==> src/rtl/ascon_bdi_packer.sv <==
// Byte-serial to CCW-bit packer for the Ascon core bdi port.
// Holds one filling or closed accumulator and one output word register.
module ascon_bdi_packer #(
    parameter int CCW   = 32,
    parameter int CCWD8 = CCW / 8
) (
    input  logic             clk,
    input  logic             rst_n,
    input  logic [7:0]       in_data,
    input  logic             in_valid,
    output logic             in_ready,
    input  logic [3:0]       in_type,
    input  logic             in_eot,
    input  logic             in_eoi,
    output logic [CCW-1:0]   bdi,
    output logic [CCWD8-1:0] bdi_valid,
    input  logic             bdi_ready,
    output logic [3:0]       bdi_type,
    output logic             bdi_eot,
    output logic             bdi_eoi,
    output logic             err
);

    localparam int CW = $clog2(CCWD8 + 1);

    typedef enum logic {FILL, CLOSED} acc_state_e;

    acc_state_e       state_q, state_d;
    logic [CCW-1:0]   acc_data_q, acc_data_d;
    logic [CW-1:0]    acc_cnt_q, acc_cnt_d;
    logic [3:0]       acc_type_q, acc_type_d;
    logic             acc_eot_q, acc_eot_d;
    logic             acc_eoi_q, acc_eoi_d;
    logic [CCW-1:0]   out_data_q, out_data_d;
    logic [CCWD8-1:0] out_mask_q, out_mask_d;
    logic [3:0]       out_type_q, out_type_d;
    logic             out_eot_q, out_eot_d;
    logic             out_eoi_q, out_eoi_d;
    logic             err_q, err_d;
    logic             run_q, run_d;

    logic out_busy, move, type_clash, ready_c, accept;

    always_comb begin
        out_busy   = |out_mask_q;
        move       = (state_q == CLOSED) && (!out_busy || bdi_ready);
        type_clash = run_q && in_valid && (state_q == FILL) &&
                     (acc_cnt_q != '0) && (in_type != acc_type_q);
        ready_c    = run_q && ((state_q == FILL) || move) && !type_clash;
        accept     = in_valid && ready_c;

        state_d    = state_q;
        acc_data_d = acc_data_q;
        acc_cnt_d  = acc_cnt_q;
        acc_type_d = acc_type_q;
        acc_eot_d  = acc_eot_q;
        acc_eoi_d  = acc_eoi_q;
        out_data_d = out_data_q;
        out_mask_d = out_mask_q;
        out_type_d = out_type_q;
        out_eot_d  = out_eot_q;
        out_eoi_d  = out_eoi_q;
        err_d      = err_q;
        run_d      = 1'b1;

        if (move) begin
            out_data_d = acc_data_q;
            out_type_d = acc_type_q;
            out_eot_d  = acc_eot_q;
            out_eoi_d  = acc_eoi_q;
            for (int unsigned k = 0; k < CCWD8; k++)
                out_mask_d[k] = (CW'(k) < acc_cnt_q);
            state_d    = FILL;
            acc_data_d = '0;
            acc_cnt_d  = '0;
            acc_type_d = '0;
            acc_eot_d  = 1'b0;
            acc_eoi_d  = 1'b0;
        end else if (out_busy && bdi_ready) begin
            out_data_d = '0;
            out_mask_d = '0;
            out_type_d = '0;
            out_eot_d  = 1'b0;
            out_eoi_d  = 1'b0;
        end

        // Lane selection uses the post-move count, so a byte taken during a move lands in lane 0.
        if (accept) begin
            for (int unsigned k = 0; k < CCWD8; k++)
                if (CW'(k) == acc_cnt_d)
                    acc_data_d[8*k +: 8] = in_data;
            acc_cnt_d  = acc_cnt_d + CW'(1);
            acc_type_d = in_type;
            acc_eot_d  = in_eot || in_eoi;
            acc_eoi_d  = in_eoi;
            if ((acc_cnt_d == CW'(CCWD8)) || in_eot || in_eoi)
                state_d = CLOSED;
        end

        if (type_clash) begin
            state_d = CLOSED;
            err_d   = 1'b1;
        end
    end

    always_ff @(posedge clk or negedge rst_n) begin
        if (!rst_n) begin
            state_q    <= FILL;
            acc_data_q <= '0;
            acc_cnt_q  <= '0;
            acc_type_q <= '0;
            acc_eot_q  <= 1'b0;
            acc_eoi_q  <= 1'b0;
            out_data_q <= '0;
            out_mask_q <= '0;
            out_type_q <= '0;
            out_eot_q  <= 1'b0;
            out_eoi_q  <= 1'b0;
            err_q      <= 1'b0;
            run_q      <= 1'b0;
        end else begin
            state_q    <= state_d;
            acc_data_q <= acc_data_d;
            acc_cnt_q  <= acc_cnt_d;
            acc_type_q <= acc_type_d;
            acc_eot_q  <= acc_eot_d;
            acc_eoi_q  <= acc_eoi_d;
            out_data_q <= out_data_d;
            out_mask_q <= out_mask_d;
            out_type_q <= out_type_d;
            out_eot_q  <= out_eot_d;
            out_eoi_q  <= out_eoi_d;
            err_q      <= err_d;
            run_q      <= run_d;
        end
    end

    assign in_ready  = ready_c;
    assign bdi       = out_data_q;
    assign bdi_valid = out_mask_q;
    assign bdi_type  = out_type_q;
    assign bdi_eot   = out_eot_q;
    assign bdi_eoi   = out_eoi_q;
    assign err       = err_q;

endmodule

==> config.mk <==
export PLATFORM = sky130hd
export DESIGN_NAME = ascon_bdi_packer
export DESIGN_NICKNAME = d
export VERILOG_FILES = /design/src/rtl/ascon_bdi_packer.sv
export SDC_FILE = /design/constraint.sdc
export NUM_CORES = 1
export LEC_CHECK = 0
export ABC_CLOCK_PERIOD_IN_PS = 5000
export BUFFER_PORTS_ARGS = -buffer_cell sky130_fd_sc_hd__buf_4
export CAP_MARGIN = 5
export CORE_UTILIZATION = 60
export DETAILED_ROUTE_END_ITERATION = 16
export GPL_TIMING_DRIVEN = 0
export PLACE_DENSITY_LB_ADDON = 0.25
export SLEW_MARGIN = 20
export SYNTH_ARGS = -nofsm -noshare
export SYNTH_HDL_FRONTEND = slang
export SYNTH_SLANG_ARGS = --single-unit
==> constraint.sdc <==
create_clock -name clk -period 5 [get_ports clk]
set_input_delay 0.25 -clock clk [delete_from_list [all_inputs] [get_ports clk]]
set_output_delay 0.25 -clock clk [all_outputs]
set_load 0.01 [all_outputs]
==> reports/results.tsv <==
metric	value	unit
max_cap_viol_count	0	
routedWlPerCell	17.79	µm
critPathLaunchType	flop	
path_cells	nor4_4 -> o21ai_1 -> clkbuf_1 -> nand2_1 -> inv_1 -> ha_1 -> ha_1 -> nand2_1 -> a211oi_4 -> mux2i_1	
internal_power	0.001577	W
grt_util_met3	0.05829	
fin_nets	376	
dieArea	0.006313	mm²
met2_usage	0.3906	
track_usage	0.2695	
p_switching	0.0009656	W
grt_pass1_wl	12440	µm
clkSlewWorstSetupHoldPaths	0.09	ns
clock_skew	0.01333	ns
cts_hold_buf	0	
synth_common_cells	dfrtp_1, a22o_1, nand2_1	
grt.overflow.total	0	
antenna_found_initial	0	
placementRows	27	
cellLeakagePower	2.119	nW
via_count	2501	
pin_count	62	
placed_cell_area	0.004140	mm²
slowest_delay	0.58	ns
postRouteAntennaNets	0	
grt_setup_unrepaired	false	
vdd_drop_max	0.3637	mV
p_sw_frac	0.3798	
critPathTopFamily	compound AO/OA/AOI/OAI gates	
whs	-0.05919	ns
setup_slack	1.848	ns
syn_nets	305	
grtUsageMet1	0.3893	
max_freq	317.3	MHz
setup_viol	0	
tns	0	ns
fin_cells	430	
cts.htree.levels	3	
yosysUniqueCellTypes	33	
numPortBuffers	60	
initial_core_util	0.6381	
clkSinkCount	86	
slew-limit-headroom	0.5048	
p_seq_frac	0.427	
synth_area_leaders	dfrtp_1, mux2i_1, a22o_1, nand2_1, a211oi_4	
n_antenna_cell	0	
pwr-share-comb	0.374	
yosys_warnings	0	
synth_edf_count	0	
hold_violations	86	
cts_buffers	9	
worstPathRequired	5.27	ns
path_buf_inv	2	
syn_inst	282	
outcome	finished with violations	
async_reset_ff_frac	1.000	
core	0.005642	mm²
r2r_slack	1.85	ns
hp-class	in2async	
grt_start_max_net_pins	87	
die_h	79.46	µm
p_per_area	584.7	mW/mm²
syn_area_per_cell	12.76	µm²
drv_slew	0	
dp_cells	414	
synth_top_area_share	0.5978	
fin_crit_sh	0.6304	
area_delta_synth_final	20.79	%
critPathArrivalTime	3.42	ns
rr_startpoint	bdi_valid[3]$_DFFE_PN0P_	
power_frac_clock	0.198	
synth.most_common_cell	dfrtp_1	
yosysTopAreaCell	dfrtp_1	
grt.busiest_layer	met2	
synth_ff_type	dfrtp_1	
die_w	79.46	µm
cts_setup_buffers	0	
preCtsSetupSlack	1.918	ns
routed_wl	7651	µm
drc	0	
slowest_stage	o21ai_1	
violations	hold timing	
drtIter0Drc	134	
worstSkewPairLatency	0.35	ns
synth_area	0.003600	mm²
cts_resized	0	
tightest_slew	0.7428	ns
avgViaCountPerCell	5.816	
period_minus_slack	3.152	ns
critPathMaxFanout	10	
dr.pass1.iters	4	
cts_buffer_depth	2	
ys_ff_latch	86	
finalInstanceArea	0.004348	mm²
routabilityCongestion	0.8082	
path_class	reg2reg	
dp_hpwl	5178	µm
grt_pass1_vias	2457	
root_buffer	clkbuf_8	
drive_gt1_frac	0.2542	
synth_seq_area_share	0.5978	
critPathCaptureType	flop	
cts_tree	yes	
crit_start	bdi_valid[3]$_DFFE_PN0P_	
## power by group through the flow
stage	Clock (W)	Sequential (W)	Combinational, W
finish	0.000504	0.00109	0.000952
global route	0.000537	0.00111	0.00104
CTS	0.000509	0.00108	0.000959
detailed placement	0	0.00109	0.000949
global placement	0	0.00109	0.000922
floorplan	0	0.00111	0.000541
## cells by family after synthesis
logic type,after synthesis,synth area share
DFF,86,0.5978
AOI/OAI and AO/OA,62,0.1585
xor gates and xnor gates,4,0.009731
muxes,35,0.09732
and+or+nand+nor,61,0.08690
other,1,0.001042
buffers and inverters,28,0.03128
adders and majority gates,5,0.01738
## layout make-up
type | instances | area, µm²
inverters | 12 | 45.04
clock buffers | 9 | 123.9
multi-input cells | 168 | 1335
fillers | 345 | 1294
plain buffers | 16 | 67.56
well taps | 72 | 90.09
repair buffers | 60 | 454.2
clock inverters | 7 | 80.08
flip-flops and latches | 86 | 2152
## cell usage in the layout, fill, tap and decap left out, drive strengths merged, types with 4 or more instances in the layout
| cell type | count |
|---|---|
| nor3 | 4 |
| mux2i | 35 |
| nor2 | 4 |
| buf | 67 |
| clkbuf | 18 |
| nand2 | 38 |
| ha | 5 |
| dfrtp | 86 |
| a211oi | 4 |
| inv | 15 |
| a22o | 39 |
| xnor2 | 4 |
| and3 | 5 |
| a32o | 5 |
## metrics by stage
step | total power [W] | util
2_1_floorplan | 0.001653 | -
3_3_place_gp | 0.002008 | 0.7339
3_5_place_dp | 0.002042 | 0.7339
4_1_cts | 0.002551 | 0.7700
5_1_grt | 0.002688 | 0.7707
6_report | 0.002542 | 0.7707
## path summary, 6_finish.rpt
kind                                       endpoint  depth (start not counted)
min in group clk                  state_q$_DFF_PN0_                          3
setup / recovery           acc_data_q[29]$_DFF_PN0_                         10
hold reg to reg                     err$_DFFE_PN0P_                          1
max in group asynchronous       bdi_eoi$_DFFE_PN0P_                          1
setup reg to reg           acc_data_q[29]$_DFF_PN0_                         10
hold / removal             bdi_valid[2]$_DFFE_PN0P_                          1
## registers in the layout (all words and copies together) (netlist names)
name / count
state_q: 1
acc_eot_q: 1
bdi_valid: 4
bdi_type: 4
bdi_eot: 1
bdi: 32
run_q: 1
acc_cnt_q: 3
err: 1
acc_data_q: 32
acc_eoi_q: 1
acc_type_q: 4
bdi_eoi: 1
## per-layer routing
layer / share of wire / wire length (µm)
met5: 0 / 0
met4: 0.023 / 178
met3: 0.057 / 436
met2: 0.46 / 3499
met1: 0.46 / 3536
Note: power is estimated with default switching activity, not from simulation.
